File: config.mk
export PLATFORM = sky130hd
export DESIGN_NAME = accum_out_flat
export DESIGN_NICKNAME = d
export VERILOG_FILES = /design/src/rtl/mvm_pkg.sv /design/src/rtl/accum_out_if.sv /design/src/rtl/accum_out_sync_fifo.sv /design/src/rtl/accum_out.sv /design/src/flat_wrapper.sv
export SDC_FILE = /design/constraint.sdc
export NUM_CORES = 1
export LEC_CHECK = 0
export ABC_CLOCK_PERIOD_IN_PS = 3740
export BUFFER_PORTS_ARGS = -buffer_cell sky130_fd_sc_hd__buf_2
export CAP_MARGIN = 10
export CORE_ASPECT_RATIO = 0.8
export CORE_MARGIN = 1.5
export CORE_UTILIZATION = 61
export DETAILED_ROUTE_END_ITERATION = 10
export PLACE_DENSITY = 0.84
export SLEW_MARGIN = 20
export SYNTH_ARGS = -nofsm -noshare
export SYNTH_HDL_FRONTEND = slang
export SYNTH_SLANG_ARGS = --single-unit
File: constraint.sdc
create_clock -name clk -period 3.74 [get_ports clk]
set_input_delay 0.748 -clock clk [delete_from_list [all_inputs] [get_ports clk]]
set_output_delay 0.748 -clock clk [all_outputs]
set_load 0.01 [all_outputs]
File: src/rtl/mvm_pkg.sv
// Shared widths, operand types and helpers for the MVM result path.
package mvm_pkg;

  localparam int unsigned IDATAW_DEF = 16;
  localparam int unsigned ACCUMW_DEF = 32;

  typedef logic signed [IDATAW_DEF-1:0] partial_t;
  typedef logic signed [ACCUMW_DEF-1:0] accum_t;

  typedef enum logic {
    ROW_IDLE = 1'b0,
    ROW_OPEN = 1'b1
  } row_state_e;

  function automatic accum_t sext(input partial_t x);
    return accum_t'(x);
  endfunction

endpackage

File: src/rtl/accum_out_if.sv
// Lane-side beat stream and sink-side result handshake of one accumulate lane.
interface accum_out_if
  import mvm_pkg::*;
#(
  parameter int unsigned IDATAW = IDATAW_DEF,
  parameter int unsigned ACCUMW = ACCUMW_DEF
);

  logic                     ivalid;
  logic signed [IDATAW-1:0] idata;
  logic                     accum_first;
  logic                     accum_last;
  logic                     ovalid;
  logic signed [ACCUMW-1:0] odata;
  logic                     oready;
  logic                     almost_full;
  logic                     row_active;
  logic                     overflow;

  modport master (
    output ivalid, idata, accum_first, accum_last, oready,
    input  ovalid, odata, almost_full, row_active, overflow
  );

  modport slave (
    input  ivalid, idata, accum_first, accum_last, oready,
    output ovalid, odata, almost_full, row_active, overflow
  );

endinterface

File: src/rtl/accum_out_sync_fifo.sv
// Synchronous first-word-fall-through FIFO; rdata reads 0 while empty.
module sync_fifo #(
  parameter int unsigned WIDTH = 32,
  parameter int unsigned DEPTH = 4
) (
  input  logic                         clk,
  input  logic                         rst,
  input  logic                         push,
  input  logic [WIDTH-1:0]             wdata,
  output logic                         full,
  input  logic                         pop,
  output logic [WIDTH-1:0]             rdata,
  output logic                         empty,
  output logic [$clog2(DEPTH):0]       count
);

  localparam int unsigned AW = $clog2(DEPTH);
  localparam int unsigned CW = AW + 1;

  logic [WIDTH-1:0] mem_q [DEPTH];
  logic [AW-1:0]    wr_ptr_q, wr_ptr_d;
  logic [AW-1:0]    rd_ptr_q, rd_ptr_d;
  logic [CW-1:0]    count_q,  count_d;
  logic             do_push, do_pop;

  assign empty   = (count_q == '0);
  assign full    = (count_q == CW'(DEPTH));
  assign count   = count_q;
  assign rdata   = empty ? '0 : mem_q[rd_ptr_q];
  assign do_pop  = pop & ~empty;
  // A pop in the same cycle frees the slot a full FIFO needs for the push.
  assign do_push = push & (~full | do_pop);

  always_comb begin
    wr_ptr_d = wr_ptr_q;
    rd_ptr_d = rd_ptr_q;
    count_d  = count_q;
    if (do_push) wr_ptr_d = wr_ptr_q + AW'(1);
    if (do_pop)  rd_ptr_d = rd_ptr_q + AW'(1);
    case ({do_push, do_pop})
      2'b10:   count_d = count_q + CW'(1);
      2'b01:   count_d = count_q - CW'(1);
      default: count_d = count_q;
    endcase
  end

  always_ff @(posedge clk) begin
    if (rst) begin
      wr_ptr_q <= '0;
      rd_ptr_q <= '0;
      count_q  <= '0;
    end else begin
      wr_ptr_q <= wr_ptr_d;
      rd_ptr_q <= rd_ptr_d;
      count_q  <= count_d;
    end
  end

  always_ff @(posedge clk) begin
    if (do_push && !rst) mem_q[wr_ptr_q] <= wdata;
  end

endmodule

File: src/rtl/accum_out.sv
// Row accumulator for one dot-product lane: sums framed partial products and
// queues each finished row sum for the downstream sink.
module accum_out
  import mvm_pkg::*;
#(
  parameter int unsigned IDATAW     = IDATAW_DEF,
  parameter int unsigned ACCUMW     = ACCUMW_DEF,
  parameter int unsigned FIFO_DEPTH = 4
) (
  input  logic        clk,
  input  logic        rst,
  accum_out_if.slave  bus
);

  localparam int unsigned CNTW = $clog2(FIFO_DEPTH) + 1;

  row_state_e               state_q, state_d;
  logic signed [ACCUMW-1:0] accum_q, accum_d;
  logic signed [ACCUMW-1:0] ext, sum_next;
  logic                     ovf_q, ovf_d;
  logic                     push, pop, full, empty;
  logic [ACCUMW-1:0]        fifo_rdata;
  logic [CNTW-1:0]          fifo_count;

  assign ext      = ACCUMW'(bus.idata);
  assign sum_next = bus.accum_first ? ext : accum_q + ext;

  assign pop  = ~empty & bus.oready;
  assign push = bus.ivalid & bus.accum_last & (~full | pop);

  // Row tracker, accumulator and sticky drop flag.
  always_comb begin
    state_d = state_q;
    accum_d = accum_q;
    ovf_d   = ovf_q;
    if (bus.ivalid) begin
      if (bus.accum_last) begin
        state_d = ROW_IDLE;
        accum_d = '0;
        if (!push) ovf_d = 1'b1;
      end else begin
        state_d = ROW_OPEN;
        accum_d = sum_next;
      end
    end
  end

  always_ff @(posedge clk) begin
    if (rst) begin
      state_q <= ROW_IDLE;
      accum_q <= '0;
      ovf_q   <= 1'b0;
    end else begin
      state_q <= state_d;
      accum_q <= accum_d;
      ovf_q   <= ovf_d;
    end
  end

  sync_fifo #(
    .WIDTH (ACCUMW),
    .DEPTH (FIFO_DEPTH)
  ) u_fifo (
    .clk   (clk),
    .rst   (rst),
    .push  (push),
    .wdata (sum_next),
    .full  (full),
    .pop   (pop),
    .rdata (fifo_rdata),
    .empty (empty),
    .count (fifo_count)
  );

  assign bus.ovalid      = ~empty;
  assign bus.odata       = fifo_rdata;
  assign bus.almost_full = (fifo_count >= CNTW'(FIFO_DEPTH - 1));
  assign bus.row_active  = (state_q == ROW_OPEN);
  assign bus.overflow    = ovf_q;

endmodule
File: src/flat_wrapper.sv
// flat-port wrapper written by rule: the top's interface ports become plain ports
module accum_out_flat import mvm_pkg::*;
#(
  parameter int unsigned IDATAW     = IDATAW_DEF,
  parameter int unsigned ACCUMW     = ACCUMW_DEF,
  parameter int unsigned FIFO_DEPTH = 4
)
  (clk, rst, bus_ivalid, bus_idata, bus_accum_first, bus_accum_last, bus_oready, bus_ovalid, bus_odata, bus_almost_full, bus_row_active, bus_overflow);
  accum_out_if #(.IDATAW(IDATAW), .ACCUMW(ACCUMW)) bus_i ();
  input  logic clk;
  input  logic rst;
  input wire logic [$bits(bus_i.ivalid)-1:0] bus_ivalid;
  input wire logic [$bits(bus_i.idata)-1:0] bus_idata;
  input wire logic [$bits(bus_i.accum_first)-1:0] bus_accum_first;
  input wire logic [$bits(bus_i.accum_last)-1:0] bus_accum_last;
  input wire logic [$bits(bus_i.oready)-1:0] bus_oready;
  output wire logic [$bits(bus_i.ovalid)-1:0] bus_ovalid;
  output wire logic [$bits(bus_i.odata)-1:0] bus_odata;
  output wire logic [$bits(bus_i.almost_full)-1:0] bus_almost_full;
  output wire logic [$bits(bus_i.row_active)-1:0] bus_row_active;
  output wire logic [$bits(bus_i.overflow)-1:0] bus_overflow;
  assign bus_i.ivalid = bus_ivalid;
  assign bus_i.idata = bus_idata;
  assign bus_i.accum_first = bus_accum_first;
  assign bus_i.accum_last = bus_accum_last;
  assign bus_i.oready = bus_oready;
  assign bus_ovalid = bus_i.ovalid;
  assign bus_odata = bus_i.odata;
  assign bus_almost_full = bus_i.almost_full;
  assign bus_row_active = bus_i.row_active;
  assign bus_overflow = bus_i.overflow;
  accum_out #(.IDATAW(IDATAW), .ACCUMW(ACCUMW), .FIFO_DEPTH(FIFO_DEPTH)) u_core (.clk(clk), .rst(rst), .bus(bus_i));
endmodule
Word level (Yosys, flattened, before mapping)
Memory sizes are Yosys's and may differ from the RTL's. A register that Yosys moved wholly into a read port is not among the register bits.
Index checks and enable logic that the tools add are counted.
{"block": "word_totals", "wordCells": 40, "ram_bits": 128, "out_inout_bits": 36, "n_memories": 1, "regBits": 41, "inputBits": 22}
{"block": "op_classes", "eq_ne": 3, "reduce_logical": 5, "magnitude_cmp": 1, "add_sub_neg": 5, "n_mux": 9, "n_bitwise": 10}
{"name": "u_core.u_fifo.mem_q", "words": 4, "word_bits": 32, "read_ports": 1, "rd_ports_with_merged_regs": 1, "wr": 1, "line": "accum_out_sync_fifo.sv:20", "text": "logic [WIDTH-1:0] mem_q [DEPTH];"}
{"operator": "2-to-1 mux 32 bit", "count": 3}
{"operator": "adder 32 x 16 -> 32 bit", "count": 1}
{"operator": "one-hot mux 3 bit (2 select lines)", "count": 1}
{"operator": "bitwise AND 1 bit", "count": 5}
{"operator": "adder 2 x 1 -> 2 bit, second input constant", "count": 2}
{"operator": "2-to-1 mux 2 bit", "count": 2}
{"operator": "adder 3 x 1 -> 3 bit, second input constant", "count": 1}
{"operator": "equality test 3 bit, second input constant", "count": 1}
{"operator": ">= comparator 3 x 2 -> 1 bit, second input constant", "count": 1}
{"operator": "zero test 3 bit", "count": 1}
{"operator": "2-to-1 mux 1 bit", "count": 3}
{"operator": "NOT 1 bit", "count": 3}
{"operator": "AND reduction 3 bit", "count": 1}
{"operator": "subtractor 3 x 1 -> 3 bit, second input constant", "count": 1}
{"operator": "equality test 2 x 1 -> 1 bit, second input constant", "count": 1}
{"operator": "equality test 2 bit, second input constant", "count": 1}
{"operator": "bitwise OR 1 bit", "count": 2}
{"operator": "nonzero test 2 bit", "count": 1}
{"operator": "logical AND 1 bit", "count": 1}
{"operator": "zero test 1 bit", "count": 1}

Depth between registers and ports, before layout
Gate-level depths: netlist of run 1.
{"block": "logic_depth", "depth_word": 9, "depth_mapped": 12, "depth_no_buf": 12}

By module
Synthesis of run 1 repeated with hierarchy kept, for this count alone.
{"block": "unflattened", "cells_unflattened": 684, "area_unflattened_um2": 8747.1}
{"mod": "sync_fifo", "seq_area_each_um2": 4023.9, "cells_each": 269, "n_inst": 1, "area_each_um2": 5446.5}
{"mod": "accum_out", "seq_area_each_um2": 680.7, "cells_each": 415, "n_inst": 1, "area_each_um2": 3300.7}

Worst setup path after synthesis of run 1
Ideal clock, no wire load.
{"block": "synth_path", "path_type": "input -> register", "startpoint": "in bus_idata[0]", "endpoint": "mem u_core.u_fifo.mem_q[0][30] (data pin)", "slack_ps": 352, "t_arrival_ps": 3121, "setup_time_ps": 266, "n_path_buf": 0, "cell_stages": 12, "t_required_ps": 3474, "cell_sequence": "ha_1 -> fa_1 -> a21o_1 -> a21oi_2 -> o21a_1 -> o21ai_2 -> o21ai_4 -> o21ba_4 -> o31ai_2 -> a311o_1 -> xor2_1 -> mux2_2"}
{"block": "synth_between", "elab_chain_len": 2}
{"item": "from (decl)", "line": "flat_wrapper.sv:13", "text": "input wire logic [$bits(bus_i.idata)-1:0] bus_idata;"}
{"item": "adder 32 x 16 -> 32 bit", "line": "accum_out.sv:26", "text": "assign sum_next = bus.accum_first ? ext : accum_q + ext;"}
{"item": "2-to-1 mux 32 bit", "line": "accum_out.sv:26"}
{"item": "named net u_core.sum_next[30]", "line": "accum_out.sv:19", "text": "logic signed [ACCUMW-1:0] ext, sum_next;"}
{"item": "to (decl)", "line": "accum_out_sync_fifo.sv:20"}
The timed path passes the listed nets, and every way through them passes these cells.

Worst setup path after layout of run 1
Ends and elaborated chain as after synthesis.

==> out/qor.csv, run 1 <==
metric,value,unit
dieArea,14700,um^2
nets,782,
clock_path_buffers,2,
synth_warnings,0,
required,3.90,ns
timing.fmax,308,MHz
wire_per_inst,19.4,um
cts_tree,yes,
cpMaxStageDelayCell,fa_1,
cts_num_sinks,171,
dieWidth,135,um
critPathMaxFanout,4,
wl,17800,um
post-dp-hpwl,11800,um
maxCapViolations,0,
clock_latency,0.42,ns
grt_pass1_wl,28300,um
io_buffers,57,
syn_to_final_growth,12.0,%
cts_setup_buffers,0,
grt_overflow,0,
rows,38,
fin_tns_setup,0,ns
drive_above_1_share,22.2,%
vias,5628,
synthTopCellsByArea,"edfxtp_1, dfxtp_1, mux4_2, ha_1, and2_1",
grt_max_degree,48,
cts_hold_buf,0,
hold_viol_final,0,
synth_common_cells,"edfxtp_1, nand2_1, dfxtp_1",
min_period_over_period,86.7,%
rsz0062_at_grt,false,
synth_area_per_cell,12.9,um^2
syn_inst,660,
synth_largest_area_cell,edfxtp_1,
irDropWorstVdd,0.000354,V
post-route-min-period,3.24,ns
initial_core_util,62.5,%
outcome,"finished, final reports clean",
yosysSeqAreaShare,55.4,%
cts_max_level,4,
postRouteAntennaNets,0,
path_clk_slew,0.06,ns
fin_skew,0.0104,ns
start_kind,primary input,
critPathCaptureType,flip-flop,
ios,58,
criticalPathCategory,primary input to flip-flop,
synth_top_area_share,45.2,%
path_cells,buf_2 > ha_1 > fa_1 > a21o_1 > a21oi_2 > o21a_1 > o21ai_2 > o21ai_4 > o21ba_4 > o31ai_2 > a311o_1 > xor2_1 > mux2_2,
multi_input_area,3570,um^2
ys_ff_latch,171,
dr.pass1.iters,5,
fp.dieH,109,um
drc,0,
post_cts_resize_count,0,
antenna_found_initial,0,
static-leakage-power,3.69,nW
synth_edf_count,128,
setup-violations-final,0,
postSynth.asyncResetShare,0,%
regArea,4710,um^2
synth_most_common_cell,edfxtp_1,
cts-buffers-inserted,17,
vias_per_cell,6.15,
power_per_cell_area,544,nW/um^2
synth_nets,720,
synth_area,8500,um^2
synth_cell_type_count,64,
tightest_slew,1.00,ns
grtUsageTotal,25.9,%
drt-initial-drc-count,453,
antenna_cells,0,
grt_pass1_vias,5322,
cpPeakStageDelay,0.41,ns
min_path_type,flip-flop to flip-flop,
slew_violations,0,
num-fill-cells,901,
crit_arrival,3.41,ns
core-area,13600,um^2
fin_total_pwr,0.00518,W
root_buffer,clkbuf_16,
gp_congestion,0.932,
max_slew_margin,32.4,%
yosys_most_used_dff,edfxtp_1,
-- power breakdown --
part | leakage (nW) | switching, W | internal (W) | total, W
Sequential | 1.51 | 0.0000757 | 0.00214 | 0.00222
Clock | 0.259 | 0.000733 | 0.000860 | 0.00159
Combinational | 1.92 | 0.000726 | 0.000639 | 0.00136
-- path summary, 6_finish.rpt --
path	start	endpoint	slack [ns]	cells past startpoint
max reg2reg	u_core.accum_q[0]	u_core.u_fifo.mem_q[0][30]	0.62	12
min	u_core.accum_q[27]	u_core.accum_q[27]	0.50	1
min reg2reg	u_core.accum_q[27]	u_core.accum_q[27]	0.50	1
max	bus_idata[0]	u_core.u_fifo.mem_q[0][30]	0.50	13
-- per-layer routing --
| layer | part of all wire, % | wire [um] | global-route usage [%] |
|---|---|---|---|
| met4 | 0.93 | 166 | 6.99 |
| met5 | 0 | 0 | 0 |
| met3 | 7.1 | 1260 | 4.59 |
| met1 | 44 | 7890 | 37.0 |
| met2 | 48 | 8460 | 41.4 |
-- cell usage in the layout, fill, tap and decap left out, types with 3 or more instances in the layout --
cell type	instances
a21o_1	19
a21oi_1	39
a221o_1	12
a22o_1	7
a31oi_1	5
and2_1	38
and3_1	3
buf_2	57
buf_4	19
clkbuf_1	4
clkbuf_16	17
clkinv_2	3
dfxtp_1	42
edfxtp_1	128
ha_1	36
inv_1	11
inv_6	4
mux2_2	9
mux4_2	32
nand2_1	45
nand2b_1	13
nand3_1	6
nand4_1	4
nor2_1	41
nor2b_1	18
nor3_1	5
o21a_1	3
o21ai_0	31
o21ai_1	3
o21bai_1	3
o31ai_1	3
or3_1	3
xnor2_1	16
xor2_1	14
-- registers in the layout, indices dropped and copies added, names as in the netlist, named ones only --
name	cells
u_core.u_fifo.rd_ptr_q	2
u_core.bus.row_active	1
u_core.u_fifo.count	3
u_core.u_fifo.wr_ptr_q	2
u_core.bus.overflow	1
u_core.accum_q	32
u_core.u_fifo.mem_q	128
-- cells by family (layout without fill, tap and decap cells) --
family / Yosys count / count (layout) / synth area share (%)
compound gates: 149 / 149 / 12.1
buf+inv: 45 / 120 / 2.61
fa+ha+maj: 38 / 38 / 5.77
flops: 171 / 171 / 55.4
mux: 42 / 42 / 9.80
xor+xnor: 30 / 30 / 3.09
simple gates: 185 / 185 / 11.3
-- worst max-delay path, delay by kind of cell --
kind / cells / cell delay [ns]
AO/OA/AOI/OAI: 8 / 1.45
adder cells (fa/ha/maj): 2 / 0.64
multiplexers: 1 / 0.29
XOR/XNOR: 1 / 0.17
buffers and inverters: 1 / 0.11
-- cell type report --
| cell class | count | share of cell area [%] |
|---|---|---|
| Sequential cell | 171 | 49.4 |
| Tap cell | 180 | 2.37 |
| Clock buffer | 21 | 4.63 |
| Clock inverter | 11 | 0.881 |
| Multi-Input combinational cell | 444 | 37.5 |
| Timing Repair Buffer | 77 | 4.71 |
| Inverter | 11 | 0.434 |
-- through the flow --
step | hold WS (ns) | cells | cell area (um^2) | worst slack (ns) | util [%]
final | 0.500 | 915 | 9520 | 0.496 | 70.0
after global routing | 0.513 | 915 | 9520 | 0.321 | 70.0
after CTS | 0.500 | 915 | 9520 | 0.520 | 70.0
after detailed placement | 0.478 | 883 | 8990 | 0.0805 | 66.1
after global placement | 0.449 | 883 | 8990 | 0.129 | 66.1
after floorplan | 0.446 | 660 | 8500 | 0.352 | -
(Power assumes the default switching activity.)
==> inputs of run 2 (changes only) <==
--- a/config.mk
+++ b/config.mk
@@ -5,7 +5,7 @@
 export SDC_FILE = /design/constraint.sdc
 export NUM_CORES = 1
 export LEC_CHECK = 0
-export ABC_CLOCK_PERIOD_IN_PS = 3740
+export ABC_CLOCK_PERIOD_IN_PS = 3380
 export BUFFER_PORTS_ARGS = -buffer_cell sky130_fd_sc_hd__buf_2
 export CAP_MARGIN = 10
 export CORE_ASPECT_RATIO = 0.8
@@ -13,6 +13,7 @@
 export CORE_UTILIZATION = 61
 export DETAILED_ROUTE_END_ITERATION = 10
 export PLACE_DENSITY = 0.84
+export REMOVE_ABC_BUFFERS = 1
 export SLEW_MARGIN = 20
 export SYNTH_ARGS = -nofsm -noshare
 export SYNTH_HDL_FRONTEND = slang
==> constraint.sdc (replaced) <==
create_clock -name clk -period 3.38 [get_ports clk]
set_input_delay 0.676 -clock clk [delete_from_list [all_inputs] [get_ports clk]]
set_output_delay 0.676 -clock clk [all_outputs]
set_load 0.01 [all_outputs]
==> run 2 against run 1 <==
  * Final cell count increased by 2.5%
  * Register-to-register slack worse by 0.36 ns
  * Non-clock buffer count is 23 higher
  * Combinational power grew 15%
  * Total power increased by 18%
  * Sequential power increased by 11%
  * Largest cell class unchanged
  * Highest routed layer unchanged
==> out/qor.csv, run 2 (synthesis results as in run 1) <==
metric,value,unit,change
post-dp-hpwl,12600,um,+7.3%
largest-register,u_core.u_fifo.mem_q,,
io_buffers,57,,unchanged
cts_hold_buf,0,,unchanged
outcome,"finished, final reports clean",,
vias_per_cell,6.27,,+2.0%
fin_area,9810,um^2,+3.0%
ios,58,,unchanged
grtUsageTotal,28.5,%,+2.7 points
static-leakage-power,3.86,nW,+4.5%
drc,0,,unchanged
criticalPathCategory,primary input to flip-flop,,
critPathMaxFanout,5,,+1
nets,805,,+2.9%
num-fill-cells,885,,-1.8%
core-area,13600,um^2,unchanged
mostFrequentLayoutCell,edfxtp_1,,
fin_tns_setup,0,ns,unchanged
drt-initial-drc-count,629,,+39%
clock_path_buffers,2,,unchanged
required,3.74,ns,-0.16 ns
vias,5882,,+4.5%
setup-violations-final,0,,unchanged
clock_latency,0.43,ns,about the same
fin_total_pwr,0.00609,W,+18%
rsz0062_at_grt,false,,
pwr-share-comb,25.7,%,-0.7 points
mostFrequentLayoutCells,"edfxtp_1, buf_2, nand2_1",,
dieArea,14700,um^2,unchanged
grt_pass1_vias,5801,,+9.0%
p_sw_share,29.0,%,-0.67 points
largest_reg_flops,128,,unchanged
crit_arrival,3.55,ns,+0.14 ns
tightest_slew,0.809,ns,-0.196 ns
antenna_found_initial,0,,unchanged
wl,19800,um,+12%
grt_overflow,0,,unchanged
cts_tree,yes,,
fin_skew,0.0134,ns,+0.00292 ns
irDropWorstVdd,0.000429,V,+21%
min_path_type,flip-flop to flip-flop,,
cts_max_level,4,,unchanged
path_clk_slew,0.07,ns,about the same
root_buffer,clkbuf_16,,
power_frac_clock,34.0,%,+3.2 points
power_per_cell_area,621,nW/um^2,+14%
placed_cell_area,9170,um^2,+1.9%
finalNonFillerCells,938,,+2.5%
post_cts_resize_count,0,,unchanged
cts_setup_buffers,0,,unchanged
grt_pass1_wl,30900,um,+9.2%
critPathCaptureType,flip-flop,,
grt_max_degree,35,,-27%
cts_num_sinks,171,,unchanged
antenna_cells,0,,unchanged
seq_power_share,40.3,%,-2.6 points
dp.cells,906,,+2.6%
slew_violations,0,,unchanged
cts-buffers-inserted,17,,unchanged
dieWidth,135,um,unchanged
start_kind,primary input,,
syn_to_final_growth,15.4,%,
dr.pass1.iters,5,,unchanged
fp.dieH,109,um,unchanged
post-route-min-period,3.19,ns,
postRouteAntennaNets,0,,unchanged
maxCapViolations,0,,unchanged
max_slew_margin,45.5,%,+13 points
min_period_over_period,94.2,%,
wire_per_inst,21.1,um,+8.8%
hold_slack,0.495,ns,-0.00517 ns
p_int,0.00433,W,+19%
hold_viol_final,0,,unchanged
timing.fmax,314,MHz,
initial_core_util,62.5,%,unchanged
drive_above_1_share,25.1,%,+2.9 points
rows,38,,unchanged
gp_congestion,0.936,,+0.53%
switching_power,0.00176,W,+15%
## run 2: layout make-up
class	count	area (um^2)	share of cell area (%)
clock buffers	19	453	4.62
clock inverters	13	186	1.90
inverters	11	41.3	0.421
multi-input cells	444	3570	36.4
flip-flops and latches	171	4710	48.0
well taps	180	225	2.30
repair buffers	100	621	6.33
## run 2: path summary, 6_finish.rpt
check             slack, ns                start             endpoint  depth (start not counted)
setup / recovery       0.19         bus_idata[0]   u_core.accum_q[10]                         14
hold / removal         0.49  u_core.bus.overflow  u_core.bus.overflow                          2
setup reg to reg       0.26    u_core.accum_q[0]   u_core.accum_q[10]                         13
hold reg to reg        0.49  u_core.bus.overflow  u_core.bus.overflow                          2
## run 2: power by group through the flow
| stage | clock network (W) | logic, W | registers, W |
|---|---|---|---|
| CTS | 0.00208 | 0.00157 | 0.00246 |
| detailed placement | 0 | 0.00155 | 0.00250 |
| floorplan | 0 | 0.000931 | 0.00253 |
| global route | 0.00217 | 0.00170 | 0.00247 |
| finish | 0.00207 | 0.00156 | 0.00246 |
| global placement | 0 | 0.00149 | 0.00249 |
## run 2: layer usage
layer | vias up | GRT usage, % | routed length [um]
li1 | 2652 | - | -
met1 | 2898 | 40.3 | 8420
met2 | 295 | 44.9 | 9300
met3 | 37 | 4.97 | 1590
met4 | 0 | 10.5 | 518
met5 | - | 0 | 0
## run 2: critical path: stages
cell	delay, ns
buf_2	0.11
ha_1	0.23
fa_1	0.44
a21o_1	0.19
a21oi_2	0.16
buf_4	0.14
o21bai_1	0.05
a21oi_1	0.22
o21ai_0	0.18
nand3_1	0.11
and2_1	0.13
xor2_1	0.06
o21ai_0	0.58
a22o_1	0.26
## run 2: metrics by stage
| stage | setup WS [ns] | util [%] |
|---|---|---|
| after floorplan | 0.0643 | - |
| after detailed placement | -0.176 | 67.4 |
| after global placement | -0.0741 | 67.4 |
| after CTS | 0.268 | 72.1 |
| final | 0.195 | 72.1 |
| after global routing | 0.133 | 72.1 |
==> inputs of run 3 (changes only) <==
--- a/config.mk
+++ b/config.mk
@@ -14,6 +14,7 @@
 export DETAILED_ROUTE_END_ITERATION = 10
 export PLACE_DENSITY = 0.84
 export REMOVE_ABC_BUFFERS = 1
+export SETUP_SLACK_MARGIN = 0.4
 export SLEW_MARGIN = 20
 export SYNTH_ARGS = -nofsm -noshare
 export SYNTH_HDL_FRONTEND = slang
==> run 3 against run 2 <==
  * Clock skew shrank 0.0015 ns
  * Largest cell class unchanged
  * Fmax rose by 5.5%
  * Final cell count rose by 0.21%
  * Critical path depth down 2
==> out/qor.csv, run 3 (synthesis results as in run 1) <==
metric,value,unit,change
drive_above_1_share,26.7,%,+1.6 points
dr.pass1.iters,5,,unchanged
irDropWorstVdd,0.000429,V,about the same
num-fill-cells,866,,-2.1%
outcome,"finished, final reports clean",,
static-leakage-power,3.89,nW,+0.80%
hold_viol_final,0,,unchanged
cts-buffers-inserted,17,,unchanged
timing.fmax,331,MHz,+5.5%
postRouteAntennaNets,0,,unchanged
mostFrequentLayoutCell,edfxtp_1,,
antenna_found_initial,0,,unchanged
gp_congestion,0.936,,unchanged
min_path_type,flip-flop to flip-flop,,
largest_reg_flops,128,,unchanged
largest-register,u_core.u_fifo.mem_q,,
cts_hold_buf,0,,unchanged
path_clk_slew,0.07,ns,about the same
dieArea,14700,um^2,unchanged
busiest_layer,met2,,
power_per_cell_area,617,nW/um^2,-0.63%
placed_cell_area,9170,um^2,unchanged
critPathMaxFanout,10,,+5
grt_pass1_vias,5815,,+0.24%
start_kind,primary input,,
rows,38,,unchanged
drc,0,,unchanged
finalNonFillerCells,940,,+0.21%
tightest_slew,0.811,ns,+0.00176 ns
wl,20300,um,+2.3%
crit_arrival,3.20,ns,-0.35 ns
clock_latency,0.43,ns,about the same
fp.dieH,109,um,unchanged
syn_to_final_growth,16.5,%,
min_period_over_period,89.3,%,-4.9 points
globalRouteMet2Util,45.2,%,+0.26 points
mostFrequentLayoutCells,"edfxtp_1, buf_2, nand2_1",,
post-route-min-period,3.02,ns,-0.165 ns
drt-initial-drc-count,613,,-2.5%
root_buffer,clkbuf_16,,
vias_per_cell,6.29,,+0.33%
io_buffers,57,,unchanged
grt_max_degree,35,,unchanged
dp.cells,906,,unchanged
initial_core_util,62.5,%,unchanged
wire_per_inst,21.6,um,+2.1%
use_met3,5.49,%,+0.52 points
fin_skew,0.0118,ns,-0.00152 ns
slew_violations,0,,unchanged
grt_overflow,0,,unchanged
grt_pass1_wl,31100,um,+0.51%
max_slew_margin,45.4,%,-0.12 points
vias,5914,,+0.54%
clock_path_buffers,2,,unchanged
post-dp-hpwl,12600,um,unchanged
grtUsageTotal,28.6,%,+0.12 points
cts_max_level,4,,unchanged
dieWidth,135,um,unchanged
rsz0062_at_grt,true,,
criticalPathCategory,primary input to flip-flop,,
core-area,13600,um^2,unchanged
antenna_cells,0,,unchanged
cts_tree,yes,,
grt_util_met1,40.2,%,-0.095 points
cts_num_sinks,171,,unchanged
fin_area,9910,um^2,+1.0%
fin_total_pwr,0.00611,W,+0.39%
required,3.56,ns,-0.18 ns
maxCapViolations,0,,unchanged
fin_tns_setup,0,ns,unchanged
nets,807,,+0.25%
setup-violations-final,0,,unchanged
critPathCaptureType,flip-flop,,
ios,58,,unchanged
run 3: changes by cell type in the layout (fill, tap and decap cells not counted), sizes merged:
cell	previous run	this run
clkbuf	19	20
buf	100	101
run 3: path summary, 6_finish.rpt:
| kind | startpoint | end | slack, ns | depth (start not counted) |
|---|---|---|---|---|
| setup / recovery | bus_idata[15] | u_core.u_fifo.mem_q[2][30] | 0.36 | 12 |
| hold / removal | u_core.bus.overflow | u_core.bus.overflow | 0.50 | 2 |
| setup reg to reg | u_core.accum_q[0] | u_core.u_fifo.mem_q[2][30] | 0.39 | 12 |
| hold reg to reg | u_core.bus.overflow | u_core.bus.overflow | 0.50 | 2 |
run 3: layout make-up:
cell class,count,area [um^2],area share [%]
inverter,11,41.3,0.417
multi-input combinational,444,3650,36.8
timing repair buffer,102,644,6.50
clock inverter,13,186,1.88
clock buffer,19,453,4.57
sequential,171,4710,47.5
tap,180,225,2.27
run 3: what timing repair did:
action	CTS	global route
setup endpoints to repair	25	63
resized for setup	4	19
pin swaps	7	11
setup buffers	1	1
gates cloned	0	0
run 3: critical path, cell delays in order:
cell and delay [ns]:
clkbuf_4 0.19, ha_1 0.41, a21oi_1 0.24, nor2b_1 0.08, o21ai_1 0.13, nand2b_1 0.10
a21o_1 0.21, a21oi_2 0.19, o31ai_4 0.11, a311o_1 0.38, xor2_1 0.16, mux2_4 0.30
run 3: through the flow:
stage | hold WS, ns | worst slack (ns) | util, %
after floorplan | 0.446 | 0.0643 | -
after global placement | 0.446 | -0.0741 | 67.4
after detailed placement | 0.474 | -0.176 | 67.4
after CTS | 0.492 | 0.400 | 72.3
after global routing | 0.508 | 0.281 | 72.8
final | 0.495 | 0.360 | 72.8
run 3: layer usage:
metal	share of wire, %	vias up	routed length, um
li1	-	2651	-
met5	0	-	0
met1	43	2930	8630
met4	2.7	0	554
met2	47	290	9610
met3	7.4	43	1490
run 3: where the power goes:
part	total, W	switching (W)	internal [W]
logic	0.00158	0.000842	0.000741
registers	0.00246	0.0000877	0.00237
clock network	0.00207	0.000847	0.00122
